===== config.mk =====
export PLATFORM = sky130hd
export DESIGN_NAME = uart_tx_arbiter
export DESIGN_NICKNAME = d
export VERILOG_FILES = /design/src/rtl/uart_pkg.sv /design/src/rtl/uart_rr_pick.sv /design/src/rtl/uart_tx_arbiter.sv
export SDC_FILE = /design/constraint.sdc
export NUM_CORES = 1
export LEC_CHECK = 0
export CAP_MARGIN = 20
export CORE_ASPECT_RATIO = 1.4
export CORE_MARGIN = 5
export CORE_UTILIZATION = 46
export DETAILED_ROUTE_END_ITERATION = 16
export GPL_TIMING_DRIVEN = 0
export PLACE_DENSITY = 0.95
export SLEW_MARGIN = 10
export SYNTH_ARGS = -nofsm -noshare
export SYNTH_HDL_FRONTEND = slang
export SYNTH_HIERARCHICAL = 1
export SYNTH_SLANG_ARGS = --single-unit

===== constraint.sdc =====
create_clock -name clk -period 4.7 [get_ports clk]
set_input_delay 0.705 -clock clk [delete_from_list [all_inputs] [get_ports clk]]
set_output_delay 0.705 -clock clk [all_outputs]
set_load 0.05 [all_outputs]

===== src/rtl/uart_pkg.sv =====
// ---------------------------------------------------------------------------
// uart_pkg
// Shared declarations for the UART transmit arbiter slice.
//   arb_state_t            - arbiter FSM states (IDLE, LAUNCH, WAIT)
//   UART_DATA_W            - width of one UART byte
//   UART_DONE_TIMEOUT_DEF  - default cycles allowed in WAIT before abort
// ---------------------------------------------------------------------------
package uart_pkg;

    typedef enum logic [1:0] {
        IDLE   = 2'd0,
        LAUNCH = 2'd1,
        WAIT   = 2'd2
    } arb_state_t;

    localparam int UART_DATA_W           = 8;
    localparam int UART_DONE_TIMEOUT_DEF = 2048;

endpackage


===== src/rtl/uart_rr_pick.sv =====
// ---------------------------------------------------------------------------
// uart_rr_pick
// Combinational rotating-priority picker. Returns the first set request
// found by searching upward from rr_ptr, wrapping past NUM_REQ-1 to 0.
// Ports:
//   req        in   NUM_REQ   request vector
//   rr_ptr     in   IDX_W     index with highest priority this cycle
//   winner     out  IDX_W     index of the selected request (0 when none)
//   any_valid  out  1         at least one request is set
// ---------------------------------------------------------------------------
module uart_rr_pick #(
    parameter int NUM_REQ = 4,
    parameter int IDX_W   = $clog2(NUM_REQ)
) (
    input  logic [NUM_REQ-1:0] req,
    input  logic [IDX_W-1:0]   rr_ptr,
    output logic [IDX_W-1:0]   winner,
    output logic               any_valid
);

    // Rotate the requests so that bit k corresponds to requester rr_ptr+k.
    logic [2*NUM_REQ-1:0] req_dbl;
    logic [2*NUM_REQ-1:0] req_shift;
    logic [NUM_REQ-1:0]   req_rot;

    assign req_dbl   = {req, req};
    assign req_shift = req_dbl >> rr_ptr;
    assign req_rot   = req_shift[NUM_REQ-1:0];

    always_comb begin
        // NOTE: every output gets a default before any branch; a path that
        // leaves one unassigned would otherwise infer a latch.
        winner    = '0;
        any_valid = 1'b0;
        // Walk from the farthest offset down to offset 0 so the request
        // nearest to rr_ptr is written last and wins.
        for (int k = NUM_REQ - 1; k >= 0; k--) begin
            if (req_rot[k]) begin
                winner    = IDX_W'((int'(rr_ptr) + k) % NUM_REQ);
                any_valid = 1'b1;
            end
        end
    end

endmodule


===== src/rtl/uart_tx_arbiter.sv =====
// ---------------------------------------------------------------------------
// uart_tx_arbiter
// Shares one UART transmitter among NUM_REQ byte producers. Requesters are
// granted round-robin; each accepted byte is launched with a one-cycle
// tx_start and the next grant waits for tx_done (or a DONE_TIMEOUT abort).
//
// Optional feature, macro UART_ARB_LOCK_EN: a byte accepted with
// req_last=0 locks the arbiter to its requester until a byte with
// req_last=1 is accepted (or a timeout / reset clears the lock).
//
// Ports:
//   clk          in   1                 system clock
//   rst          in   1                 synchronous, active-high reset
//   req_valid    in   NUM_REQ           requester i offers a byte
//   req_data     in   8*NUM_REQ         byte of requester i on [8i+7:8i]
//   req_last     in   NUM_REQ           byte ends requester i's packet
//   req_ready    out  NUM_REQ           one-hot accept (IDLE only)
//   tx_start     out  1                 one-cycle launch pulse
//   tx_data      out  8                 byte held from accept until done
//   tx_busy      in   1                 serializer shifting
//   tx_done      in   1                 frame finished pulse
//   grant_id     out  $clog2(NUM_REQ)   owner of the current byte
//   active       out  1                 high in LAUNCH or WAIT
//   err_timeout  out  1                 one-cycle pulse on timeout abort
// ---------------------------------------------------------------------------
module uart_tx_arbiter
    import uart_pkg::*;
#(
    parameter int NUM_REQ      = 4,
    parameter int DONE_TIMEOUT = UART_DONE_TIMEOUT_DEF
) (
    input  logic                           clk,
    input  logic                           rst,
    input  logic [NUM_REQ-1:0]             req_valid,
    input  logic [UART_DATA_W*NUM_REQ-1:0] req_data,
    input  logic [NUM_REQ-1:0]             req_last,
    output logic [NUM_REQ-1:0]             req_ready,
    output logic                           tx_start,
    output logic [UART_DATA_W-1:0]         tx_data,
    input  logic                           tx_busy,
    input  logic                           tx_done,
    output logic [$clog2(NUM_REQ)-1:0]     grant_id,
    output logic                           active,
    output logic                           err_timeout
);

    localparam int IDX_W = $clog2(NUM_REQ);
    // Wide enough to hold DONE_TIMEOUT-1, the largest value ever stored.
    localparam int CNT_W = (DONE_TIMEOUT > 1) ? $clog2(DONE_TIMEOUT) : 1;

    arb_state_t       state;
    arb_state_t       state_next;
    logic [IDX_W-1:0] rr_ptr;
    logic [CNT_W-1:0] wait_cnt;
    logic             wait_term;
    logic [NUM_REQ-1:0] pick_req;
    logic [IDX_W-1:0] winner;
    logic             any_valid;
    logic             accept;

    // ---------------------------------------------------------------------
    // Request masking: with the lock feature only the lock owner competes.
    // ---------------------------------------------------------------------
`ifdef UART_ARB_LOCK_EN
    logic             lock_valid;
    logic [IDX_W-1:0] lock_id;

    always_comb begin
        pick_req = req_valid;
        if (lock_valid) begin
            pick_req = req_valid & (NUM_REQ'(1) << lock_id);
        end
    end

    always_ff @(posedge clk) begin
        if (rst) begin
            lock_valid <= 1'b0;
            lock_id    <= '0;
        end else if (accept) begin
            lock_valid <= ~req_last[winner];
            lock_id    <= winner;
        end else if (err_timeout) begin
            lock_valid <= 1'b0;
        end
    end
`else
    // Without the lock every byte is arbitrated on its own; req_last is
    // intentionally left without a load.
    logic unused_last;
    assign unused_last = ^req_last;
    assign pick_req    = req_valid;
`endif

    uart_rr_pick #(
        .NUM_REQ (NUM_REQ),
        .IDX_W   (IDX_W)
    ) u_pick (
        .req       (pick_req),
        .rr_ptr    (rr_ptr),
        .winner    (winner),
        .any_valid (any_valid)
    );

    assign wait_term = (wait_cnt == CNT_W'(DONE_TIMEOUT - 1));
    assign active    = (state != IDLE);

    // ---------------------------------------------------------------------
    // Next-state and handshake outputs.
    // ---------------------------------------------------------------------
    always_comb begin
        state_next  = state;
        req_ready   = '0;
        tx_start    = 1'b0;
        err_timeout = 1'b0;
        accept      = 1'b0;

        unique case (state)
            IDLE: begin
                if (any_valid) begin
                    req_ready  = NUM_REQ'(1) << winner;
                    accept     = 1'b1;
                    state_next = LAUNCH;
                end
            end
            LAUNCH: begin
                if (!tx_busy) begin
                    tx_start   = 1'b1;
                    state_next = WAIT;
                end
            end
            WAIT: begin
                // tx_done takes precedence over a timeout in the same cycle.
                if (tx_done) begin
                    state_next = IDLE;
                end else if (wait_term) begin
                    err_timeout = 1'b1;
                    state_next  = IDLE;
                end
            end
            default: state_next = IDLE;
        endcase

        // Pulses and handshakes are suppressed during the reset cycle so
        // nothing is accepted or launched while the state is being cleared.
        if (rst) begin
            req_ready   = '0;
            tx_start    = 1'b0;
            err_timeout = 1'b0;
            accept      = 1'b0;
        end
    end

    // ---------------------------------------------------------------------
    // State, pointer, data latch and WAIT counter.
    // ---------------------------------------------------------------------
    always_ff @(posedge clk) begin
        // NOTE: sequential state uses non-blocking (<=) so every register
        // samples the values present before the clock edge.
        if (rst) begin
            state    <= IDLE;
            rr_ptr   <= '0;
            tx_data  <= '0;
            grant_id <= '0;
            wait_cnt <= '0;
        end else begin
            state <= state_next;

            if (accept) begin
                tx_data  <= req_data[winner*UART_DATA_W +: UART_DATA_W];
                grant_id <= winner;
                rr_ptr   <= (winner == IDX_W'(NUM_REQ - 1)) ? '0 : winner + 1'b1;
            end

            if (state == LAUNCH) begin
                wait_cnt <= '0;
            end else if (state == WAIT) begin
                if (tx_done || wait_term) begin
                    wait_cnt <= '0;
                end else begin
                    wait_cnt <= wait_cnt + 1'b1;
                end
            end
        end
    end

endmodule


* Word-level counts from Yosys, hierarchy flattened *
Index checks and enable logic that the tools add are counted.
W data, S select, Z words.

cells by class
  $add $sub $neg = 5
  shift-type cells = 3
  multiplexer cells = 28
  reductions and logical operators = 5
  equality and inequality tests = 7

operators with widths
  cell                     number
  $shiftx A32 B6 Y8        1
  $mux W2                  9
  $mux W1                  14
  $mux W4                  3
  $add A11 B1 Y11 const B  1
  $eq A11 B11 Y1 const B   1
  $mux W11                 1
  $shr A8 B2 Y4            1
  $pmux W2 S3              1
  $add A2 B1 Y2 const B    2
  $add A2 B2 Y2 const B    2
  $eq A2 B2 Y1 const B     2
  $ne A2 B2 Y1 const B     2
  $shl A1 B2 Y4 const A    1
  $ne A3 B3 Y1 const B     1
  $reduce_and A3 Y1        1
  $eq A2 B1 Y1 const B     1
  $logic_not A2 Y1         1
  $reduce_bool A2 Y1       1
  $reduce_or A2 Y1         1
  $logic_or A1 B1 Y1       1

word-level totals
  register bits after elaboration = 25
  input bits = 44
  output and inout bits = 17

* Longest topological paths before layout *
Gate-level depths: netlist of the first run.

  depth in word-level cells = 9
  depth in mapped cells = 8
  depth with buffers taken out = 7

* Cells and area by module *
Netlist of the first run, hierarchy kept.

modules (own cells, without submodules)
  module           area an instance (µm²)  cells each  instances
  uart_tx_arbiter  1,402.6                 159         1
  uart_rr_pick     77.6                    15          1

* Least setup slack after synthesis of the first run *
No wires, ideal clock.

  kind = input to output
  from = in req_valid[1]
  to = out req_ready[3]
  arrival time = 2,688 ps
  data required time = 3,995 ps
  path buffers = 0
  path slack = 1,307 ps
  stages on the path = 5
  path through = inv_1 a221o_1 a21oi_1 ha_1 nor3b_1

between the ends
  word-level cells in the longest chain between the ends = 9
  elaborated cells on any way between the ends = 13
  classes of those cells = shift: 2; mux: 11

RTL lines
  item                   line                    text
  from (decl)            uart_tx_arbiter.sv:34   input logic [NUM_REQ-1:0] req_valid,
  $shr A8 B2 Y4 *        uart_rr_pick.sv:27      assign req_shift = req_dbl >> rr_ptr;
  $mux W2 (3 in series)  uart_rr_pick.sv:38      if (req_rot[k]) begin
  $mux W2 *              uart_rr_pick.sv:38
  net winner[0]          uart_tx_arbiter.sv:57   logic [IDX_W-1:0] winner;
  $shl A1 B2 Y4 *        uart_tx_arbiter.sv:120  req_ready = NUM_REQ'(1) << winner;
  $mux W4 *              uart_tx_arbiter.sv:119  if (any_valid) begin
  $mux W4 *              uart_tx_arbiter.sv:117  unique case (state)
  $mux W4 *              uart_tx_arbiter.sv:145  if (rst) begin
  to (decl)              uart_tx_arbiter.sv:37   output logic [NUM_REQ-1:0] req_ready,

The timed path passes the listed nets; every way through them passes the cells marked *.

* Worst setup path in the final report of the first run *
  from = in req_valid[1]
  to = out req_ready[2]

Same word-level chain as after synthesis.

==> flow_summary.json, run 1 <==
{
  "fmax_mhz": 239,
  "diodes": 0,
  "numClockSinks": 25,
  "slew_violations": 0,
  "avgSynthCellArea_um2": 8.51,
  "synth_flop_cell": "dfxtp_1",
  "period_minus_slack_ns": 4.19,
  "setup_viol": 0,
  "synth_edf_count": 0,
  "antenna_left": 0,
  "cts_inserted_buffers": 3,
  "die_y_um": 77.1,
  "grt_max_degree": 15,
  "path_cells": "clkdlybuf4s50_1 -> inv_1 -> a221o_1 -> a21oi_1 -> buf_2 -> inv_1 -> ha_1 -> nor3b_1 -> clkdlybuf4s50_1",
  "cts_tree": "built",
  "crit_fanout": 10,
  "fin_nets": 283,
  "cts.repair.resized": 0,
  "grt_pass1_vias": 1501,
  "start_kind": "input port",
  "drive_gt1_share_pct": 6.44,
  "syn_to_final_growth_pct": 43.6,
  "clkPwrFrac_pct": 21.7,
  "core_area_mm2": 0.00312,
  "post_cts_buffers": 0,
  "drcViolationCount": 0,
  "vdd_drop_max_mv": 0.243,
  "htreeDepth": 1,
  "switching_share_pct": 34.8,
  "relSlewSlack_pct": 65.3,
  "num_rows": 24,
  "outcome": "complete, no violations",
  "start_util_pct": 47.4,
  "final_cell_mix": "clkdlybuf4s50_1 (55), nand2_1 (31), dfxtp_1 (25)",
  "path_delay_family": "buffers and inverters",
  "fillCellCount": 247,
  "cpMaxStageDelayCell": "clkdlybuf4s50_1",
  "cp_data_arrival_time_ns": 3.49,
  "dp.cells": 268,
  "synthCells": 174,
  "setup_ws_ns": 0.510,
  "intPower_uw": 391,
  "finalSetupTns_ns": 0,
  "clock_skew_ns": 0.00242,
  "end_kind": "output port",
  "async_flop_share_pct": 0,
  "worstSkewPairLatency_ns": 0.27,
  "critPathKind": "input port to output port",
  "p_leak_nw": 0.798,
  "grt_pass1_wl_mm": 6.58,
  "ys_ff_latch": 25,
  "p_seq_share_pct": 39.8,
  "min_period_over_period_pct": 89.2,
  "drtIter0Drc": 44,
  "max-clock-path-buffers": 2,
  "syn-num-nets": 223,
  "wl_per_cell_um": 15.0,
  "worst-path-stages": 9,
  "post-dp-hpwl_mm": 3.32,
  "final_common_cell": "clkdlybuf4s50_1",
  "grt_usage_pct": 18.4,
  "ios": 61,
  "dp_slack_ns": 0.490,
  "switchingPower_uw": 209,
  "netlist_area_mm2": 0.00148,
  "worst_pin_slew_ns": 0.519,
  "hold_buffers": 0,
  "finalHoldViolCount": 0,
  "antenna_found_initial": 0,
  "ff2ff_path_depth": 7,
  "rsz0062_at_grt": "no",
  "cap_viol_max_count": 0,
  "gp_congestion": 0.827,
  "clkTransAtPathRegs_ns": 0.09,
  "cp.required_ns": 3.99,
  "ys.warnings.count": 6,
  "yosysUniqueCellTypes": 36,
  "root_buffer": "clkbuf_8",
  "vias": 1607,
  "power.density_mw_per_mm2": 282,
  "die_area_mm2": 0.00447,
  "seq_area_frac_synth_pct": 33.8,
  "hp-class": "flip-flop to flip-flop",
  "p_comb_share_pct": 38.5,
  "die_w_um": 57.9,
  "viasPerCell": 5.91,
  "hold-path-cell-count": 2,
  "postRouteWirelength_mm": 4.09,
  "overflow": 0,
  "finalNonFillerCells": 272,
  "critPathMaxStageDelay_ns": 0.72,
  "dr.pass1.iters": 4,
  "critPathBufInv": 5,
  "portBuffers": 55
}
## sequential cells by signal, summed over array words and instances, names as in the netlist
| register | cells |
|---|---|
| tx_data | 8 |
| wait_cnt | 11 |
| rr_ptr | 2 |
| state | 2 |
| grant_id | 2 |
## cell type report
type | instances | area, um^2 | area share (%)
clock buffer | 3 | 41.3 | 1.94
buffer | 7 | 27.5 | 1.29
tap | 39 | 48.8 | 2.30
clock inverter | 1 | 5.00 | 0.235
multi-input combinational | 134 | 922 | 43.4
timing repair buffer | 55 | 551 | 25.9
inverter | 8 | 30.0 | 1.41
sequential | 25 | 500 | 23.5
## per-stage QoR
| stage | hold slack (ns) | area, um^2 | power (mW) | util [%] |
|---|---|---|---|---|
| 5_1_grt | 0.483 | 2130 | 0.630 | 68.1 |
| 3_5_place_dp | 0.451 | 2080 | 0.475 | 66.6 |
| 6_report | 0.460 | 2130 | 0.600 | 68.1 |
| 3_3_place_gp | 0.441 | 2080 | 0.467 | 66.6 |
| 4_1_cts | 0.464 | 2130 | 0.603 | 68.1 |
| 2_1_floorplan | 0.447 | 1480 | 0.389 | - |
## kinds of logic after synthesis
logic type / count (synthesis) / synth area share, %
mux: 9 / 12.8
simple gates: 84 / 30.8
fa+ha+maj: 5 / 4.23
buf+inv: 15 / 3.89
compound gates: 36 / 14.5
flops: 25 / 33.8
## layer usage
layer / vias up / GRT usage, % / part of all wire [%]
met1: 758 / 18.3 / 36
met5: - / 0 / 0
met2: 81 / 34.0 / 54
met3: 9 / 5.38 / 8.7
li1: 759 / - / -
met4: 0 / 7.66 / 1.6
## worst min-delay path: cells and delay by family, from the launching register on
kind | cells | cell delay [ns]
flops | 1 | 0.32
simple gates | 1 | 0.05
compound gates | 1 | 0.05
## power by group through the flow
stage	sequential (mW)	clock, mW	combinational (mW)
4_1_cts	0.238	0.132	0.232
5_1_grt	0.241	0.143	0.246
3_5_place_dp	0.243	0	0.231
6_report	0.239	0.130	0.231
2_1_floorplan	0.280	0	0.109
3_3_place_gp	0.243	0	0.224
## final timing paths
| kind | from | to | slack [ns] |
|---|---|---|---|
| worst max register to register | rr_ptr[0] | tx_data[0] | 2.39 |
| worst max-delay path | req_valid[1] | req_ready[2] | 0.51 |
| worst min register to register | tx_data[6] | tx_data[6] | 0.46 |
| worst min-delay path | tx_data[6] | tx_data[6] | 0.46 |
## synth_stat cells (3+ instances only)
cell,instances,area [um^2]
nand2_1,31,116
clkbuf_1,6,22.5
a21oi_1,19,95.1
inv_1,8,30.0
dfxtp_1,25,500
nor3b_1,4,30.0
and4_1,5,43.8
nand3_1,9,45.0
mux4_2,8,180
nor3_1,3,15.0
or4_1,3,22.5
nand4_1,3,18.8
o21ai_0,4,20.0
nor2_1,8,30.0
ha_1,5,62.6
a31oi_1,5,31.3
nand2b_1,3,18.8
(Power assumes the default switching activity.)
==> inputs of run 2 (changes only) <==
--- a/config.mk
+++ b/config.mk
@@ -5,13 +5,14 @@
 export SDC_FILE = /design/constraint.sdc
 export NUM_CORES = 1
 export LEC_CHECK = 0
+export ABC_CLOCK_PERIOD_IN_PS = 4700
 export CAP_MARGIN = 20
 export CORE_ASPECT_RATIO = 1.4
 export CORE_MARGIN = 5
-export CORE_UTILIZATION = 46
+export CORE_UTILIZATION = 35
 export DETAILED_ROUTE_END_ITERATION = 16
 export GPL_TIMING_DRIVEN = 0
-export PLACE_DENSITY = 0.95
+export PLACE_DENSITY = 0.77
 export SLEW_MARGIN = 10
 export SYNTH_ARGS = -nofsm -noshare
 export SYNTH_HDL_FRONTEND = slang
==> run 2 against run 1 <==
  * Sequential cell count stayed put
  * First-iteration DRC count increased by 20%
  * Cell area grew 0.29%
  * Maximum frequency fell by 2.1%
  * Critical path type unchanged
  * Largest cell class unchanged
==> flow_summary.json, run 2 (synthesized netlist as in run 1, its figures left out) <==
{
  "p_leak_nw": 0.795,
  "wl_met2_mm": 1.91,
  "grt_pass1_vias": 1491,
  "vdd_drop_max_mv": 0.150,
  "dr.pass1.iters": 4,
  "finalSetupTns_ns": 0,
  "fin_nets": 283,
  "hold_buffers": 0,
  "worst_pin_slew_ns": 0.530,
  "grt_usage_pct": 13.7,
  "rsz0062_at_grt": "no",
  "ff2ff_path_depth": 7,
  "grt_pass1_wl_mm": 6.30,
  "antenna_left": 0,
  "die_y_um": 86.9,
  "drtIter0Drc": 53,
  "min_period_over_period_pct": 91.1,
  "period_minus_slack_ns": 4.28,
  "post-dp-hpwl_mm": 3.12,
  "cp.required_ns": 3.99,
  "path_cells": "clkdlybuf4s50_1 -> inv_1 -> a221o_1 -> a21oi_1 -> buf_2 -> inv_1 -> ha_1 -> nor3b_1 -> clkdlybuf4s50_1",
  "vias": 1510,
  "holdWs_ns": 0.455,
  "relSlewSlack_pct": 64.6,
  "overflow": 0,
  "worstHoldStart": "tx_data[1]",
  "final_common_cell": "clkdlybuf4s50_1",
  "hold-path-cell-count": 2,
  "cpMaxStageDelayCell": "clkdlybuf4s50_1",
  "ios": 61,
  "cap_viol_max_count": 0,
  "critPathMaxStageDelay_ns": 0.72,
  "core_area_mm2": 0.00417,
  "end_kind": "output port",
  "post_cts_buffers": 0,
  "rrSetupSlack_ns": 2.32,
  "hold_end": "tx_data[1]",
  "final_cell_mix": "clkdlybuf4s50_1 (55), nand2_1 (31), dfxtp_1 (25)",
  "clock_skew_ns": 0.0115,
  "postRouteWirelength_mm": 3.75,
  "grt_max_degree": 14,
  "drcViolationCount": 0,
  "cp_data_arrival_time_ns": 3.58,
  "gp_congestion": 0.830,
  "reg.largest.list": "wait_cnt x11, tx_data x8",
  "htreeDepth": 1,
  "finalHoldViolCount": 0,
  "highest_layer": "met4",
  "cts_tree": "built",
  "start_kind": "input port",
  "worstSkewPairLatency_ns": 0.27,
  "timing.rr.end": "tx_data[4]",
  "power.density_mw_per_mm2": 277,
  "path_delay_family": "buffers and inverters",
  "clkTransAtPathRegs_ns": 0.08,
  "portBuffers": 55,
  "hp-class": "flip-flop to flip-flop",
  "wl_per_cell_um": 13.5,
  "die_area_mm2": 0.00565,
  "fmax_mhz": 234,
  "critPathKind": "input port to output port",
  "cts_inserted_buffers": 3,
  "slew_violations": 0,
  "antenna_found_initial": 0,
  "dr_wl_met3_um": 343,
  "numClockSinks": 25,
  "regMostFlops": "wait_cnt",
  "start_util_pct": 35.5,
  "num_rows": 28,
  "outcome": "complete, no violations",
  "root_buffer": "clkbuf_8",
  "setup_viol": 0,
  "critPathBufInv": 5,
  "max-clock-path-buffers": 2,
  "r2r-start": "rr_ptr[0]",
  "die_w_um": 65.0,
  "largest_reg_flops": 11,
  "drive_gt1_share_pct": 6.01,
  "syn_to_final_growth_pct": 44.0,
  "viasPerCell": 5.43,
  "m1WireLength_mm": 1.49,
  "diodes": 0,
  "cts.repair.resized": 0,
  "crit_fanout": 10
}
run 2: cell count changes in the layout (fill, tap and decap cells not counted), sizes merged:
cell	previous run	this run
clkbuf	9	10
clkinv	1	0
run 2: layout make-up:
cell class,count,area [um^2]
fill,413,2040
multi-input combinational,134,922
timing repair buffer,55,551
sequential,25,500
tap,45,56.3
clock buffer,4,45.0
inverter,8,30.0
buffer,7,27.5
run 2: metal layers:
| layer | vias up | global-route usage [%] |
|---|---|---|
| met4 | 0 | 3.46 |
| met3 | 2 | 5.17 |
| met5 | - | 0 |
| li1 | 759 | - |
| met2 | 46 | 25.1 |
| met1 | 703 | 14.6 |
run 2: stage by stage:
stage	instances	total power, mW	instance area, um^2	utilization (%)	setup slack, ns
5_1_grt	278	0.628	2130	51.1	0.256
3_5_place_dp	274	0.473	2090	50.1	0.407
6_report	278	0.591	2130	51.1	0.418
2_1_floorplan	174	0.389	1480	-	1.31
4_1_cts	278	0.599	2130	51.1	0.406
3_3_place_gp	274	0.469	2090	50.1	0.486
run 2: worst max-delay path by stage:
stage / end / cells after the start / start
after floorplan: req_ready[3] / 5 / req_valid[1]
after global placement: req_ready[0] / 9 / req_valid[1]
after detailed placement: req_ready[0] / 9 / req_valid[1]
after CTS: req_ready[0] / 9 / req_valid[1]
after global routing: req_ready[0] / 9 / req_valid[1]
final: req_ready[0] / 9 / req_valid[1]
run 2: worst register-to-register path, cell delays in order, from the launching register on:
cell	delay (ns)
dfxtp_1	0.39
inv_1	0.07
a221o_1	0.29
a21oi_1	0.43
buf_2	0.39
mux4_2	0.54
nand2_1	0.08
a21oi_1	0.06
run 2: power breakdown:
group	internal (mW)	total (mW)	switching, mW
clock	0.0605	0.125	0.0641
sequential	0.227	0.238	0.0108
combinational	0.104	0.228	0.124
total	0.392	0.591	0.199
==> inputs of run 3 (changes only) <==
--- a/config.mk
+++ b/config.mk
@@ -12,9 +12,8 @@
 export CORE_UTILIZATION = 35
 export DETAILED_ROUTE_END_ITERATION = 16
 export GPL_TIMING_DRIVEN = 0
-export PLACE_DENSITY = 0.77
+export PLACE_DENSITY = 0.64
 export SLEW_MARGIN = 10
 export SYNTH_ARGS = -nofsm -noshare
 export SYNTH_HDL_FRONTEND = slang
-export SYNTH_HIERARCHICAL = 1
 export SYNTH_SLANG_ARGS = --single-unit
==> run 3 against run 2 <==
  * Cell count is 9.7% higher
  * Core utilization is 1.3 points higher
  * Largest power group is now combinational cells
  * Sequential share of layout area is 0.98 points lower
==> flow_summary.json, run 3 <==
{
  "ys.warnings.count": 0,
  "drcViolationCount": 0,
  "wl_per_cell_um": 13.9,
  "fmax_mhz": 243,
  "rsz0062_at_grt": "no",
  "finalNonFillerCells": 305,
  "period_minus_slack_ns": 4.12,
  "synth_largest_area_cell": "dfxtp_1",
  "portBuffers": 56,
  "dr.pass1.iters": 4,
  "gp_congestion": 0.741,
  "switching_share_pct": 37.3,
  "async_flop_share_pct": 0,
  "hold-path-cell-count": 2,
  "postRouteWirelength_mm": 4.24,
  "synth_flop_cell": "dfxtp_1",
  "final_cell_mix": "clkdlybuf4s50_1 (56), dfxtp_1 (25), and3_1 (19), nand2_1 (19), nor2_1 (14)",
  "cp_data_arrival_time_ns": 3.41,
  "clock_skew_ns": 0.00590,
  "p_comb_share_pct": 42.4,
  "die_area_mm2": 0.00585,
  "post_cts_buffers": 0,
  "drtIter0Drc": 85,
  "post-dp-hpwl_mm": 3.22,
  "fillCellCount": 428,
  "crit_fanout": 10,
  "finalHoldViolCount": 0,
  "yosysMostFrequentCell": "dfxtp_1",
  "numClockSinks": 25,
  "vdd_drop_max_mv": 0.122,
  "vias": 1557,
  "ys_ff_latch": 25,
  "syn-num-nets": 231,
  "ff2ff_path_depth": 8,
  "antenna_found_initial": 0,
  "grt_pass1_wl_mm": 6.75,
  "critPathKind": "input port to output port",
  "htreeDepth": 1,
  "worstSkewPairLatency_ns": 0.27,
  "antenna_left": 0,
  "root_buffer": "clkbuf_8",
  "num_rows": 28,
  "intPower_uw": 406,
  "relSlewSlack_pct": 49.8,
  "diodes": 0,
  "reg.largest.list": "wait_cnt x11, tx_data x8",
  "seq_area_frac_synth_pct": 32.5,
  "synthCells": 185,
  "yosysUniqueCellTypes": 43,
  "ios": 61,
  "cts.repair.resized": 0,
  "slew_violations": 0,
  "grt_pass1_vias": 1469,
  "grt_usage_pct": 14.8,
  "finalSetupTns_ns": 0,
  "avgSynthCellArea_um2": 8.33,
  "drive_gt1_share_pct": 10.2,
  "end_kind": "output port",
  "netlist_area_mm2": 0.00154,
  "hold_buffers": 0,
  "syn_to_final_growth_pct": 44.4,
  "core_area_mm2": 0.00424,
  "hp-class": "flip-flop to flip-flop",
  "min_period_over_period_pct": 87.6,
  "grt_max_degree": 16,
  "outcome": "complete, no violations",
  "setup_viol": 0,
  "power.density_mw_per_mm2": 291,
  "p_seq_share_pct": 37.1,
  "stdcell_area_mm2": 0.00222,
  "start_util_pct": 36.3,
  "die_y_um": 88.5,
  "cp.required_ns": 3.99,
  "fin_nets": 292,
  "setup_ws_ns": 0.580,
  "clkPwrFrac_pct": 20.5,
  "cts_inserted_buffers": 3,
  "final_common_cell": "clkdlybuf4s50_1",
  "dp_slack_ns": 0.559,
  "place_area_mm2": 0.00218,
  "overflow": 0,
  "regMostFlops": "wait_cnt",
  "p_leak_nw": 0.848,
  "clkTransAtPathRegs_ns": 0.10,
  "dp.cells": 301,
  "die_w_um": 66.1,
  "synth_edf_count": 0,
  "cap_viol_max_count": 0,
  "ys_top_cells_by_area": "dfxtp_1 (32%), and3_1 (7.7%), a211oi_2 (7.3%)",
  "start_kind": "input port",
  "worst_pin_slew_ns": 0.753,
  "synth_common_cells": "dfxtp_1 (25), and3_1 (19), nand2_1 (19)",
  "viasPerCell": 5.10,
  "max-clock-path-buffers": 2,
  "largest_reg_flops": 11,
  "cts_tree": "built",
  "switchingPower_uw": 242,
  "synth_top_cell_area_share_pct": 32.5
}
run 3: changes by cell type after synthesis, moves of 5 or more:
cell	delta
a211oi_1	+8
nor2b_1	+6
a21oi_1	-12
nor2_1	+6
inv_1	-6
nand2_1	-12
mux4_2	-8
o31ai_1	+8
a211oi_2	+9
and3_1	+17
nand3_1	-5
run 3: layout make-up:
cell class / instances / area [um^2] / area share (%)
buffer: 13 / 85.1 / 3.82
clock buffer: 3 / 41.3 / 1.86
clock inverter: 1 / 7.51 / 0.337
inverter: 2 / 7.51 / 0.337
multi-input combinational: 145 / 947 / 42.6
sequential: 25 / 500 / 22.5
tap: 60 / 75.1 / 3.37
timing repair buffer: 56 / 561 / 25.2
run 3: cell families (layout without fill, tap and decap cells):
kind of cell,Yosys count,after routing,share of synthesized area [%]
AO/OA/AOI/OAI,53,53,27.1
flip-flops,25,25,32.5
AND/OR/NAND/NOR,86,86,30.5
XOR/XNOR,3,3,1.71
multiplexers,1,1,0.650
adder cells (fa/ha/maj),2,2,1.62
buffers and inverters,15,75,6.01
run 3: through the flow:
stage	utilization, %	power [mW]	hold WS, ns
finish	52.5	0.648	0.457
global route	52.5	0.686	0.473
CTS	52.5	0.657	0.462
detailed placement	51.3	0.523	0.438
global placement	51.3	0.523	0.432
floorplan	-	0.424	0.448
run 3: path summary, 6_finish.rpt:
check / from / end / slack (ns)
worst max-delay path: req_valid[1] / req_ready[1] / 0.58
worst min-delay path: tx_data[4] / tx_data[4] / 0.46
worst max register to register: rr_ptr[0] / rr_ptr[1] / 2.82
worst min register to register: tx_data[4] / tx_data[4] / 0.46
run 3: per-layer routing:
metal | global-route usage (%) | wire length [um]
met5 | 0 | 0
met1 | 19.2 | 1920
met4 | 4.44 | 23
met3 | 2.92 | 335
met2 | 24.7 | 1960
run 3: power by group through the flow:
| stage | clock (mW) | sequential, mW | combinational [mW] |
|---|---|---|---|
| global placement | 0 | 0.245 | 0.277 |
| detailed placement | 0 | 0.246 | 0.277 |
| floorplan | 0 | 0.292 | 0.131 |
| finish | 0.133 | 0.241 | 0.275 |
| CTS | 0.138 | 0.241 | 0.278 |
| global route | 0.148 | 0.243 | 0.295 |
run 3: worst max-delay path: stages:
cell and delay (ns):
clkdlybuf4s50_1 0.53, nor2b_1 0.07, a21boi_0 0.12, o32ai_1 0.34, clkbuf_1 0.58, and3_1 0.27
clkdlybuf4s50_1 0.80
